<file path="src/rtl/cpu_pkg.sv">
// Shared definitions for the 5-stage RISC-V core pipeline blocks.
//   XLEN / REG_AW   : datapath and register-address widths
//   Alu*            : 4-bit ALU control codes
//   Ctrl*           : bit positions inside the 4-bit {regwrite, memread, memwrite, memtoreg} bundle
//   fwd_sel_e       : operand-forwarding select
//   reg_match()     : register-address compare where x0 never matches
package cpu_pkg;

  localparam int unsigned XLEN   = 32;
  localparam int unsigned REG_AW = 5;

  localparam logic [3:0] AluAnd = 4'b0000;
  localparam logic [3:0] AluOr  = 4'b0001;
  localparam logic [3:0] AluAdd = 4'b0010;
  localparam logic [3:0] AluSub = 4'b0110;

  localparam int unsigned CtrlRegWrite = 3;
  localparam int unsigned CtrlMemRead  = 2;
  localparam int unsigned CtrlMemWrite = 1;
  localparam int unsigned CtrlMemToReg = 0;

  typedef enum logic [1:0] {
    FwdReg   = 2'b00,
    FwdExMem = 2'b01,
    FwdMemWb = 2'b10
  } fwd_sel_e;

  // x0 is hard-wired zero, so it can never be the subject of a dependency.
  function automatic logic reg_match(input logic [REG_AW-1:0] a, input logic [REG_AW-1:0] b);
    return (a != '0) && (a == b);
  endfunction

endpackage

</file>
<file path="src/rtl/fwd_unit.sv">
// Forwarding select for the two EX-stage source operands.
//   ex_rs1_i/ex_rs2_i        : source registers of the instruction now in EX
//   ex_mem_rd_i/_regwr_i     : destination of the instruction in MEM
//   mem_wb_rd_i/_regwr_i     : destination of the instruction in WB
//   sel1_o/sel2_o            : per-operand select; the younger MEM producer wins over WB
module fwd_unit
  import cpu_pkg::*;
(
  input  logic [REG_AW-1:0] ex_rs1_i,
  input  logic [REG_AW-1:0] ex_rs2_i,
  input  logic [REG_AW-1:0] ex_mem_rd_i,
  input  logic              ex_mem_regwr_i,
  input  logic [REG_AW-1:0] mem_wb_rd_i,
  input  logic              mem_wb_regwr_i,
  output fwd_sel_e          sel1_o,
  output fwd_sel_e          sel2_o
);

  function automatic fwd_sel_e pick(input logic [REG_AW-1:0] rs,
                                    input logic [REG_AW-1:0] mem_rd, input logic mem_wr,
                                    input logic [REG_AW-1:0] wb_rd, input logic wb_wr);
    if (mem_wr && reg_match(mem_rd, rs)) begin
      return FwdExMem;
    end else if (wb_wr && reg_match(wb_rd, rs)) begin
      return FwdMemWb;
    end
    return FwdReg;
  endfunction

  always_comb begin
    sel1_o = pick(ex_rs1_i, ex_mem_rd_i, ex_mem_regwr_i, mem_wb_rd_i, mem_wb_regwr_i);
    sel2_o = pick(ex_rs2_i, ex_mem_rd_i, ex_mem_regwr_i, mem_wb_rd_i, mem_wb_regwr_i);
  end

endmodule

</file>
<file path="src/rtl/id_ex_stage.sv">
// ID/EX pipeline register with hazard detection and EX-side operand select.
// Build option: define ID_EX_FWD_EN to add the forwarding muxes (only load-use then stalls);
// without it, any RAW dependency on EX or MEM stalls until the producer reaches WB.
// Ports:
//   clk_i, rst_i (async, active-low), flush_i (squash the instruction entering EX)
//   id_*            : decoded fields from ID (rs1/rs2/rd, rf data, imm, alusrc, aluctrl, ctrl)
//   ex_mem_*        : rd/regwrite/result of the instruction in MEM
//   mem_wb_*        : rd/regwrite/writeback data of the instruction in WB
//   stall_o         : hold PC and IF/ID this cycle
//   data1_o/data2_o/ALUCtrl_o : ALU operands and control
//   store_data_o    : forwarded rs2 for stores
//   ex_rd_o/ex_ctrl_o : passed on to EX/MEM (ctrl is 0 for a bubble)
//   bubble_cnt_o    : saturating count of hazard bubbles
module id_ex_stage
  import cpu_pkg::*;
(
  input  logic              clk_i,
  input  logic              rst_i,
  input  logic              flush_i,
  input  logic [REG_AW-1:0] id_rs1_i,
  input  logic [REG_AW-1:0] id_rs2_i,
  input  logic [REG_AW-1:0] id_rd_i,
  input  logic [XLEN-1:0]   id_rs1_data_i,
  input  logic [XLEN-1:0]   id_rs2_data_i,
  input  logic [XLEN-1:0]   id_imm_i,
  input  logic              id_alusrc_i,
  input  logic [3:0]        id_aluctrl_i,
  input  logic [3:0]        id_ctrl_i,
  input  logic [REG_AW-1:0] ex_mem_rd_i,
  input  logic              ex_mem_regwr_i,
  input  logic [XLEN-1:0]   ex_mem_data_i,
  input  logic [REG_AW-1:0] mem_wb_rd_i,
  input  logic              mem_wb_regwr_i,
  input  logic [XLEN-1:0]   mem_wb_data_i,
  output logic              stall_o,
  output logic [XLEN-1:0]   data1_o,
  output logic [XLEN-1:0]   data2_o,
  output logic [3:0]        ALUCtrl_o,
  output logic [XLEN-1:0]   store_data_o,
  output logic [REG_AW-1:0] ex_rd_o,
  output logic [3:0]        ex_ctrl_o,
  output logic [15:0]       bubble_cnt_o
);

  logic [3:0]        ctrl_q, ctrl_d;
  logic [REG_AW-1:0] rd_q, rd_d;
  logic [3:0]        aluctrl_q, aluctrl_d;
  logic [XLEN-1:0]   rs1_data_q, rs1_data_d;
  logic [XLEN-1:0]   rs2_data_q, rs2_data_d;
  logic [XLEN-1:0]   imm_q, imm_d;
  logic              alusrc_q, alusrc_d;
  logic [15:0]       bubble_cnt_q, bubble_cnt_d;
  logic [REG_AW-1:0] rs1_q, rs1_d;
  logic [REG_AW-1:0] rs2_q, rs2_d;
  logic              hazard;
  logic              id_uses_ex_rd;
  logic [XLEN-1:0]   op1, rs2_fwd;

  assign id_uses_ex_rd = reg_match(rd_q, id_rs1_i) | reg_match(rd_q, id_rs2_i);

`ifdef ID_EX_FWD_EN
  fwd_sel_e sel1, sel2;

  fwd_unit u_fwd_unit (
    .ex_rs1_i       (rs1_q),
    .ex_rs2_i       (rs2_q),
    .ex_mem_rd_i    (ex_mem_rd_i),
    .ex_mem_regwr_i (ex_mem_regwr_i),
    .mem_wb_rd_i    (mem_wb_rd_i),
    .mem_wb_regwr_i (mem_wb_regwr_i),
    .sel1_o         (sel1),
    .sel2_o         (sel2)
  );

  // Only a load in EX cannot be forwarded in time.
  assign hazard = ctrl_q[CtrlMemRead] & id_uses_ex_rd;

  always_comb begin
    op1 = rs1_data_q;
    case (sel1)
      FwdExMem: op1 = ex_mem_data_i;
      FwdMemWb: op1 = mem_wb_data_i;
      default:  op1 = rs1_data_q;
    endcase
    rs2_fwd = rs2_data_q;
    case (sel2)
      FwdExMem: rs2_fwd = ex_mem_data_i;
      FwdMemWb: rs2_fwd = mem_wb_data_i;
      default:  rs2_fwd = rs2_data_q;
    endcase
  end
`else
  logic unused_fwd_inputs;

  // WB is not checked: the register file writes before it is read.
  assign hazard = (ctrl_q[CtrlRegWrite] & id_uses_ex_rd) |
                  (ex_mem_regwr_i & (reg_match(ex_mem_rd_i, id_rs1_i) |
                                     reg_match(ex_mem_rd_i, id_rs2_i)));

  assign op1     = rs1_data_q;
  assign rs2_fwd = rs2_data_q;

  assign unused_fwd_inputs = ^{ex_mem_data_i, mem_wb_rd_i, mem_wb_regwr_i, mem_wb_data_i,
                               rs1_q, rs2_q};
`endif

  // Gated by reset so an asserted reset drops a stall held up by the MEM inputs.
  assign stall_o = hazard & ~flush_i & rst_i;

  always_comb begin
    ctrl_d       = id_ctrl_i;
    rd_d         = id_rd_i;
    aluctrl_d    = id_aluctrl_i;
    rs1_data_d   = id_rs1_data_i;
    rs2_data_d   = id_rs2_data_i;
    imm_d        = id_imm_i;
    alusrc_d     = id_alusrc_i;
    rs1_d        = id_rs1_i;
    rs2_d        = id_rs2_i;
    bubble_cnt_d = bubble_cnt_q;
    if (flush_i || hazard) begin
      ctrl_d     = '0;
      rd_d       = '0;
      aluctrl_d  = '0;
      rs1_data_d = '0;
      rs2_data_d = '0;
      imm_d      = '0;
      alusrc_d   = 1'b0;
      rs1_d      = '0;
      rs2_d      = '0;
    end
    // A flush takes priority, so a squashed hazard is not counted.
    if (hazard && !flush_i && (bubble_cnt_q != 16'hFFFF)) begin
      bubble_cnt_d = bubble_cnt_q + 16'd1;
    end
  end

  always_ff @(posedge clk_i or negedge rst_i) begin
    if (!rst_i) begin
      ctrl_q       <= '0;
      rd_q         <= '0;
      aluctrl_q    <= '0;
      rs1_data_q   <= '0;
      rs2_data_q   <= '0;
      imm_q        <= '0;
      alusrc_q     <= 1'b0;
      rs1_q        <= '0;
      rs2_q        <= '0;
      bubble_cnt_q <= '0;
    end else begin
      ctrl_q       <= ctrl_d;
      rd_q         <= rd_d;
      aluctrl_q    <= aluctrl_d;
      rs1_data_q   <= rs1_data_d;
      rs2_data_q   <= rs2_data_d;
      imm_q        <= imm_d;
      alusrc_q     <= alusrc_d;
      rs1_q        <= rs1_d;
      rs2_q        <= rs2_d;
      bubble_cnt_q <= bubble_cnt_d;
    end
  end

  assign data1_o      = op1;
  assign data2_o      = alusrc_q ? imm_q : rs2_fwd;
  assign store_data_o = rs2_fwd;
  assign ALUCtrl_o    = aluctrl_q;
  assign ex_rd_o      = rd_q;
  assign ex_ctrl_o    = ctrl_q;
  assign bubble_cnt_o = bubble_cnt_q;

endmodule

</file>
<file path="config.mk">
export PLATFORM = sky130hd
export DESIGN_NAME = id_ex_stage
export DESIGN_NICKNAME = d
export VERILOG_FILES = /design/src/rtl/cpu_pkg.sv /design/src/rtl/fwd_unit.sv /design/src/rtl/id_ex_stage.sv
export SDC_FILE = /design/constraint.sdc
export NUM_CORES = 1
export LEC_CHECK = 0
export CAP_MARGIN = 20
export CORE_AREA = 4 4 126 128
export CTS_CLUSTER_DIAMETER = 60
export DETAILED_ROUTE_END_ITERATION = 12
export DIE_AREA = 0 0 130 132
export PLACE_DENSITY = 0.76
export SYNTH_ARGS = -nofsm -noshare
export SYNTH_HDL_FRONTEND = slang
export SYNTH_SLANG_ARGS = --single-unit
export TNS_END_PERCENT = 1
</file>
<file path="constraint.sdc">
create_clock -name clk_i -period 4.6 [get_ports clk_i]
set_input_delay 0.92 -clock clk_i [delete_from_list [all_inputs] [get_ports clk_i]]
set_output_delay 0.92 -clock clk_i [all_outputs]
set_load 0.01 [all_outputs]
</file>
==> impl_table.tex, run 1 <==
\begin{tabular}{lr}
\hline
Metric & Value \\
\hline
\multicolumn{2}{l}{\textbf{Synth}} \\
\quad Count of warnings emitted by yosys & 0 \\
\quad Synthesized Nets & 576 \\
\quad Netlist cell types & 28 \\
\quad Commonest register cell after synthesis & sky130\_fd\_sc\_hd\_\_dfrtp\_1 \\
\quad Cell types with the largest area share after synthesis & sky130\_fd\_sc\_hd\_\_dfrtp\_1 (63\%), sky130\_fd\_sc\_hd\_\_and2\_1 (14\%), sky130\_fd\_sc\_hd\_\_mux2\_2 (7.4\%) \\
\quad Fraction of registers with async set or reset after synthesis & 1.00 \\
\quad Post-synthesis cell type with the largest combined area & sky130\_fd\_sc\_hd\_\_dfrtp\_1 \\
\quad Number of enable-type register cells in the synthesized netlist & 0 \\
\quad Average cell area after synthesis & 13.3 um\^{}2 \\
\quad Instance count of the mapped netlist & 376 \\
\quad Most used standard cells in the synthesized netlist & sky130\_fd\_sc\_hd\_\_dfrtp\_1 (126), sky130\_fd\_sc\_hd\_\_and2\_1 (112), sky130\_fd\_sc\_hd\_\_mux2\_2 (33), sky130\_fd\_sc\_hd\_\_xor2\_1 (21), sky130\_fd\_sc\_hd\_\_xnor2\_1 (14) \\
\quad Most used standard cell by instance count after synthesis & sky130\_fd\_sc\_hd\_\_dfrtp\_1 \\
\quad Flip-flop and latch count after synthesis & 126 \\
\quad Cell area after technology mapping & 5000 um\^{}2 \\
\quad Post-synth top area share & 0.631 \\
\quad Share of synthesized area occupied by flip-flops and latches & 0.631 \\
\multicolumn{2}{l}{\textbf{Final layout}} \\
\quad Layout cell share with drive strength beyond 1 & 0.112 \\
\quad \# diodes & 0 \\
\quad Synthesis-to-finish area growth & 64.5\% \\
\quad Area of all placed cells without fillers & 8220 um\^{}2 \\
\quad Final nets & 836 \\
\multicolumn{2}{l}{\textbf{STA}} \\
\quad Slew at the pin closest to its max-slew limit & 0.853 ns \\
\quad Final cycle utilization of the critical path & 0.899 \\
\quad Maximum frequency from static timing analysis & 242 MHz \\
\quad Worst clock skew & 0.0109 ns \\
\quad Fin. Hold Viols & 0 \\
\quad Crit path time final & 4.14 ns \\
\quad Total negative setup slack & 0 ns \\
\quad Unrepaired setup endpoints after global routing & false \\
\quad Relative slew slack & 0.431 \\
\quad Final Setup Violations & 0 \\
\quad Worst path setup slack after routing & 0.463 ns \\
\quad Slew Limit Fails & 0 \\
\multicolumn{2}{l}{\textbf{Detailed routing}} \\
\quad Post-detailed-routing wire length & 13,900 um \\
\quad Vias post-DR & 3,744 \\
\quad Post-DRT Antenna Nets & 0 \\
\quad Via-per-instance ratio & 4.47 \\
\quad Violation count after the first detailed-routing iteration & 133 \\
\quad Drt pass-1 iters & 4 \\
\quad Routed length per instance & 16.6 um \\
\quad Remaining design rule violation count & 0 \\
\multicolumn{2}{l}{\textbf{Power and ir drop}} \\
\quad Fraction of power consumed by sequential logic & 0.411 \\
\quad Sw Ratio & 0.242 \\
\quad Pint & 0.00224 W \\
\quad Clock group share of total power & 0.430 \\
\quad P per Cell Area & 360 nW/um\^{}2 \\
\quad Worst-case vdd ir drop & 0.000264 V \\
\quad Combinational fraction of design power & 0.159 \\
\quad Leakage component of the power & 3.56 nW \\
\quad Net switching power figure & 0.000715 W \\
\multicolumn{2}{l}{\textbf{Worst setup path}} \\
\quad Endpoint arrival time on the critical path & 3.22 ns \\
\quad Peak fanout along the critical path & 4 \\
\quad Worst Reg-to-Reg Cells & 6 \\
\quad Required time reported for the critical path endpoint & 3.68 ns \\
\quad Worst flop-to-flop path startpoint & ex\_rd\_o[1] \\
\quad CP Class & input pin to output port \\
\quad Type of element capturing the critical path & output port \\
\quad Setup crit start kind & input pin \\
\quad Launching element of the worst setup path & ex\_mem\_rd\_i[2] \\
\multicolumn{2}{l}{\textbf{Die}} \\
\quad Starting density of the core & 0.336 \\
\quad Chip width & 130 um \\
\quad Die Area & 17,200 um\^{}2 \\
\quad I/O Pins & 325 \\
\quad Total core area & 14,900 um\^{}2 \\
\quad Std cell rows & 45 \\
\quad Die height & 132 um \\
\multicolumn{2}{l}{\textbf{Min path}} \\
\quad Beginning of the worst hold path & bubble\_cnt\_o[15] \\
\quad Worst min-delay path class & register to register \\
\quad Worst hold path depth & 1 \\
\multicolumn{2}{l}{\textbf{Place}} \\
\quad Pre-CTS setup slack & 0.443 ns \\
\quad Final HPWL DP & 10,200 um \\
\quad Post-detailed-placement cell area & 7650 um\^{}2 \\
\quad Count of port buffers added during placement & 254 \\
\quad Placer's final routability congestion estimate & 0.922 \\
\multicolumn{2}{l}{\textbf{CTS}} \\
\quad TritonCTS buffer count & 17 \\
\quad Clock-pin slew on the worst setup and hold paths & 0.05 ns \\
\quad Count of hold buffers inserted by post-cts repair & 0 \\
\quad Post-CTS Setup Inserts & 0 \\
\quad Maximum number of buffers from clock root to sink & 2 \\
\quad Clock tree from TritonCTS & done \\
\quad H-tree Lvls & 4 \\
\quad Post-CTS sizing & 0 \\
\quad Number of sinks driven by the clock tree & 126 \\
\quad Clock latency on the worst-skew pair & 0.41 ns \\
\quad Buffer type at the clock tree root & sky130\_fd\_sc\_hd\_\_clkbuf\_16 \\
\multicolumn{2}{l}{\textbf{Job}} \\
\quad Max-capacitance violation count & 0 \\
\multicolumn{2}{l}{\textbf{Global routing}} \\
\quad Aggregate global routing overflow & 0 \\
\quad Vias in the first global route & 4,191 \\
\quad Antenna violations before repair & 0 \\
\quad Combined global-route utilization of all metal layers & 0.167 \\
\quad First-pass GRT wire length & 21,700 um \\
\quad Pin count of the biggest net entering global routing & 111 \\
\multicolumn{2}{l}{\textbf{Run status}} \\
\quad Status & completed \\
\hline
\end{tabular}
-- cells in the final DEF, fill, tap and decap left out --
master / count
sky130_fd_sc_hd__clkinv_4: 3
sky130_fd_sc_hd__xor2_1: 21
sky130_fd_sc_hd__nand2_1: 6
sky130_fd_sc_hd__o22ai_1: 1
sky130_fd_sc_hd__clkbuf_1: 1
sky130_fd_sc_hd__bufinv_16: 1
sky130_fd_sc_hd__dfrtp_1: 126
sky130_fd_sc_hd__or4_1: 2
sky130_fd_sc_hd__nor2_4: 1
sky130_fd_sc_hd__a211oi_1: 1
sky130_fd_sc_hd__nor2_1: 6
sky130_fd_sc_hd__clkinv_2: 3
sky130_fd_sc_hd__clkbuf_8: 2
sky130_fd_sc_hd__clkbuf_16: 17
sky130_fd_sc_hd__o21ai_1: 1
sky130_fd_sc_hd__o32ai_1: 1
sky130_fd_sc_hd__buf_4: 5
sky130_fd_sc_hd__nand3_1: 6
sky130_fd_sc_hd__o22ai_2: 1
sky130_fd_sc_hd__and3_1: 5
sky130_fd_sc_hd__nand4_1: 9
sky130_fd_sc_hd__nor4_1: 1
sky130_fd_sc_hd__a22oi_1: 2
sky130_fd_sc_hd__xnor2_1: 14
sky130_fd_sc_hd__inv_6: 2
sky130_fd_sc_hd__and2_1: 112
sky130_fd_sc_hd__or2_2: 1
sky130_fd_sc_hd__clkdlybuf4s50_1: 253
sky130_fd_sc_hd__or3_1: 2
sky130_fd_sc_hd__clkinvlp_4: 3
sky130_fd_sc_hd__nor3_1: 5
sky130_fd_sc_hd__o21ai_2: 1
sky130_fd_sc_hd__mux2_2: 33
sky130_fd_sc_hd__ha_1: 1
-- through the flow --
step,instances,util,hold WS [ns],power [W]
after CTS,837,0.553,0.520,0.00300
after global placement,805,0.515,0.488,0.00170
final,837,0.553,0.519,0.00296
after global routing,837,0.553,0.530,0.00309
after floorplan,376,-,0.525,0.00140
after detailed placement,805,0.515,0.510,0.00171
-- final cells by class --
class / instances / area, um^2
fillers: 1227 / 6640
flip-flops and latches: 126 / 3150
repair buffers: 258 / 2570
multi-input cells: 233 / 1690
clock buffers: 20 / 457
well taps: 188 / 235
clock inverters: 12 / 111
-- sequential cells by signal, summed over array words and instances, names as in the netlist --
name,cells
alusrc_q,1
bubble_cnt_o,16
ex_rd_o,5
ex_ctrl_o,4
ALUCtrl_o,4
imm_q,32
store_data_o,32
data1_o,32
-- logic make-up (layout without fill, tap and decap cells) --
group | after synthesis | count (layout) | share of synthesized area
XOR/XNOR | 35 | 35 | 0.0613
multiplexers | 33 | 33 | 0.0744
AO/OA/AOI/OAI | 8 | 8 | 0.0128
buffers and inverters | 17 | 290 | 0.0310
adder cells (fa/ha/maj) | 1 | 1 | 0.00250
flip-flops | 126 | 126 | 0.631
AND/OR/NAND/NOR | 156 | 156 | 0.187
-- routing by layer --
metal / share of wire / GRT usage / up-vias
met5: 0 / 0 / -
met1: 0.36 / 0.170 / 1807
li1: - / - / 1748
met4: 0.018 / 0.0572 / 0
met3: 0.11 / 0.0904 / 17
met2: 0.51 / 0.289 / 172
-- worst max-delay path, cell delays in order --
cell and delay [ns]:
sky130_fd_sc_hd__clkdlybuf4s50_1 0.49, sky130_fd_sc_hd__xor2_1 0.19, sky130_fd_sc_hd__nor3_1 0.21, sky130_fd_sc_hd__a22oi_1 0.15, sky130_fd_sc_hd__o32ai_1 0.54, sky130_fd_sc_hd__and2_1 0.20, sky130_fd_sc_hd__clkdlybuf4s50_1 0.53
-- final timing paths --
path / to / slack, ns
min in group asynchronous: bubble_cnt_o[7] / 0.66
max reg2reg: store_data_o[1] / 2.09
max in group asynchronous: store_data_o[28] / 2.56
max: stall_o / 0.46
min: bubble_cnt_o[15] / 0.52
min reg2reg: bubble_cnt_o[15] / 0.52
-- power groups by stage --
stage / logic [W] / clock network, W / registers (W)
2_1_floorplan: 0.000143 / 0 / 0.00125
3_3_place_gp: 0.000467 / 0 / 0.00123
3_5_place_dp: 0.000475 / 0 / 0.00124
4_1_cts: 0.000478 / 0.00130 / 0.00122
5_1_grt: 0.000507 / 0.00136 / 0.00122
6_report: 0.000469 / 0.00127 / 0.00122
Power figures use the tool's default switching activity.
==> run 2, diff against run 1 <==
- CORE_AREA: 4 4 126 128 -> not set
- CORE_ASPECT_RATIO: not set -> 1.75
- CORE_MARGIN: not set -> 4
- CORE_UTILIZATION: not set -> 33
- DIE_AREA: 0 0 130 132 -> not set
- PLACE_DENSITY: 0.76 -> 0.77
- clock period: 4.6 -> 3.8 ns (I/O delays scaled with it)
==> run 2 against run 1 <==
  * Via count rose by 1.1%
  * Clock-buffer cell count fell by 3
  * Worst setup slack got worse by 0.25 ns
  * Critical path depth did not move
  * Power rose by 27%
  * Non-clock buffer count rose by 3
  * Utilization rose by 0.57 points
  * Combinational power rose by 22%
  * Critical path type unchanged
  * Largest power group unchanged
==> impl_table.tex, run 2 (same netlist as run 1, synthesis figures left out) <==
\begin{tabular}{lr}
\hline
Metric & Value \\
\hline
\multicolumn{2}{l}{\textbf{Global routing}} \\
\quad Antenna violations before repair & 0 \\
\quad Vias in the first global route & 4,226 \\
\quad Aggregate global routing overflow & 0 \\
\quad Combined global-route utilization of all metal layers & 0.168 \\
\quad Pin count of the biggest net entering global routing & 75 \\
\quad First-pass GRT wire length & 22,200 um \\
\multicolumn{2}{l}{\textbf{Final layout}} \\
\quad Layout cell share with drive strength beyond 1 & 0.118 \\
\quad FILL cells & 1,253 \\
\quad Core occupancy in the finished layout & 0.559 \\
\quad Final nets & 839 \\
\quad Footprint of the flip-flops and latches & 3150 um\^{}2 \\
\quad \# diodes & 0 \\
\quad Top library cells by usage in the layout, fill and taps aside & sky130\_fd\_sc\_hd\_\_clkdlybuf4s50\_1 (253), sky130\_fd\_sc\_hd\_\_dfrtp\_1 (126), sky130\_fd\_sc\_hd\_\_and2\_1 (112), sky130\_fd\_sc\_hd\_\_mux2\_2 (33), sky130\_fd\_sc\_hd\_\_xor2\_1 (21) \\
\quad Most frequent standard cell in the layout excluding fill and tap cells & sky130\_fd\_sc\_hd\_\_clkdlybuf4s50\_1 \\
\quad Area of the multi-input gates & 1690 um\^{}2 \\
\quad Area of all placed cells without fillers & 8290 um\^{}2 \\
\quad Synthesis-to-finish area growth & 65.9\% \\
\multicolumn{2}{l}{\textbf{Die}} \\
\quad Total core area & 14,800 um\^{}2 \\
\quad Die Area & 17,300 um\^{}2 \\
\quad Starting density of the core & 0.337 \\
\quad Die height & 171 um \\
\quad Std cell rows & 59 \\
\quad Chip width & 101 um \\
\quad I/O Pins & 325 \\
\multicolumn{2}{l}{\textbf{Worst setup path}} \\
\quad Setup crit start kind & input pin \\
\quad Type of element capturing the critical path & output port \\
\quad Required time reported for the critical path endpoint & 3.04 ns \\
\quad Peak fanout along the critical path & 3 \\
\quad Endpoint arrival time on the critical path & 2.82 ns \\
\quad CP Class & input pin to output port \\
\multicolumn{2}{l}{\textbf{CTS}} \\
\quad H-tree Lvls & 4 \\
\quad Post-CTS Setup Inserts & 0 \\
\quad Clock-pin slew on the worst setup and hold paths & 0.06 ns \\
\quad Buffer type at the clock tree root & sky130\_fd\_sc\_hd\_\_clkbuf\_16 \\
\quad TritonCTS buffer count & 17 \\
\quad Clock latency on the worst-skew pair & 0.41 ns \\
\quad Clock tree from TritonCTS & done \\
\quad Number of sinks driven by the clock tree & 126 \\
\quad Maximum number of buffers from clock root to sink & 2 \\
\quad Count of hold buffers inserted by post-cts repair & 0 \\
\quad Post-CTS sizing & 0 \\
\multicolumn{2}{l}{\textbf{STA}} \\
\quad Slew at the pin closest to its max-slew limit & 0.906 ns \\
\quad Fin. Hold Viols & 0 \\
\quad Total negative setup slack & 0 ns \\
\quad Unrepaired setup endpoints after global routing & false \\
\quad Final Setup Violations & 0 \\
\quad Relative slew slack & 0.396 \\
\quad Slew Limit Fails & 0 \\
\quad Final cycle utilization of the critical path & 0.943 \\
\quad Worst clock skew & 0.0192 ns \\
\quad Maximum frequency from static timing analysis & 279 MHz \\
\quad Crit path time final & 3.58 ns \\
\quad Worst path setup slack after routing & 0.217 ns \\
\multicolumn{2}{l}{\textbf{Detailed routing}} \\
\quad Routed length per instance & 17.0 um \\
\quad Violation count after the first detailed-routing iteration & 86 \\
\quad Remaining design rule violation count & 0 \\
\quad Post-detailed-routing wire length & 14,200 um \\
\quad Drt pass-1 iters & 5 \\
\quad Via-per-instance ratio & 4.53 \\
\quad Vias post-DR & 3,784 \\
\quad Post-DRT Antenna Nets & 0 \\
\multicolumn{2}{l}{\textbf{Power and ir drop}} \\
\quad Worst-case vdd ir drop & 0.000282 V \\
\quad Leakage component of the power & 3.61 nW \\
\quad P per Cell Area & 451 nW/um\^{}2 \\
\multicolumn{2}{l}{\textbf{Min path}} \\
\quad Worst min-delay path class & input pin to asynchronous set/reset pin \\
\multicolumn{2}{l}{\textbf{Place}} \\
\quad Final HPWL DP & 11,100 um \\
\quad Count of port buffers added during placement & 254 \\
\quad Pre-CTS setup slack & 0.214 ns \\
\quad Placer's final routability congestion estimate & 0.850 \\
\quad Post-detailed-placement cell area & 7670 um\^{}2 \\
\multicolumn{2}{l}{\textbf{Run status}} \\
\quad Status & completed \\
\multicolumn{2}{l}{\textbf{Job}} \\
\quad Max-capacitance violation count & 0 \\
\hline
\end{tabular}
## run 2: critical path: stages
cell and delay [ns]:
sky130_fd_sc_hd__clkdlybuf4s50_1 0.48, sky130_fd_sc_hd__xor2_1 0.17, sky130_fd_sc_hd__nor3_1 0.18, sky130_fd_sc_hd__a22oi_1 0.16
sky130_fd_sc_hd__o32ai_1 0.36, sky130_fd_sc_hd__and2_1 0.18, sky130_fd_sc_hd__clkdlybuf4s50_1 0.53
## run 2: through the flow
stage	hold slack [ns]	cells	total power, W
2_1_floorplan	0.464	376	0.00169
3_3_place_gp	0.490	803	0.00206
3_5_place_dp	0.506	803	0.00208
4_1_cts	0.507	835	0.00380
5_1_grt	0.525	835	0.00390
6_report	0.479	835	0.00374
## run 2: cell type report
type | count | share of cell area
multi-input cells | 233 | 0.204
flip-flops and latches | 126 | 0.380
repair buffers | 261 | 0.313
clock inverters | 15 | 0.0237
clock buffers | 17 | 0.0513
well taps | 183 | 0.0276
## run 2: worst paths after layout
path                                   from                to  slack [ns]  depth (start not counted)
setup / recovery             ex_mem_rd_i[0]           stall_o        0.22                          7
hold / removal                        rst_i  bubble_cnt_o[15]        0.48                          2
setup reg to reg            bubble_cnt_o[0]   bubble_cnt_o[1]        1.50                          6
hold reg to reg            bubble_cnt_o[15]  bubble_cnt_o[15]        0.51                          1
max in group asynchronous             rst_i        ex_rd_o[0]        1.95                          3
min in group clk_i         bubble_cnt_o[15]  bubble_cnt_o[15]        0.51                          1
## run 2: power by group
group | total [W] | internal, W | switching [W]
registers | 0.00147 | 0.00142 | 0.0000481
logic | 0.000570 | 0.000354 | 0.000216
clock network | 0.00170 | 0.00106 | 0.000640
total | 0.00374 | 0.00283 | 0.000905
## run 2: metal layers
metal / vias to the layer above / track usage / wire [um]
met5: - / 0 / 0
met4: 0 / 0.0579 / 355
met3: 25 / 0.0588 / 1350
met2: 188 / 0.303 / 7760
met1: 1818 / 0.180 / 4740
li1: 1753 / - / -
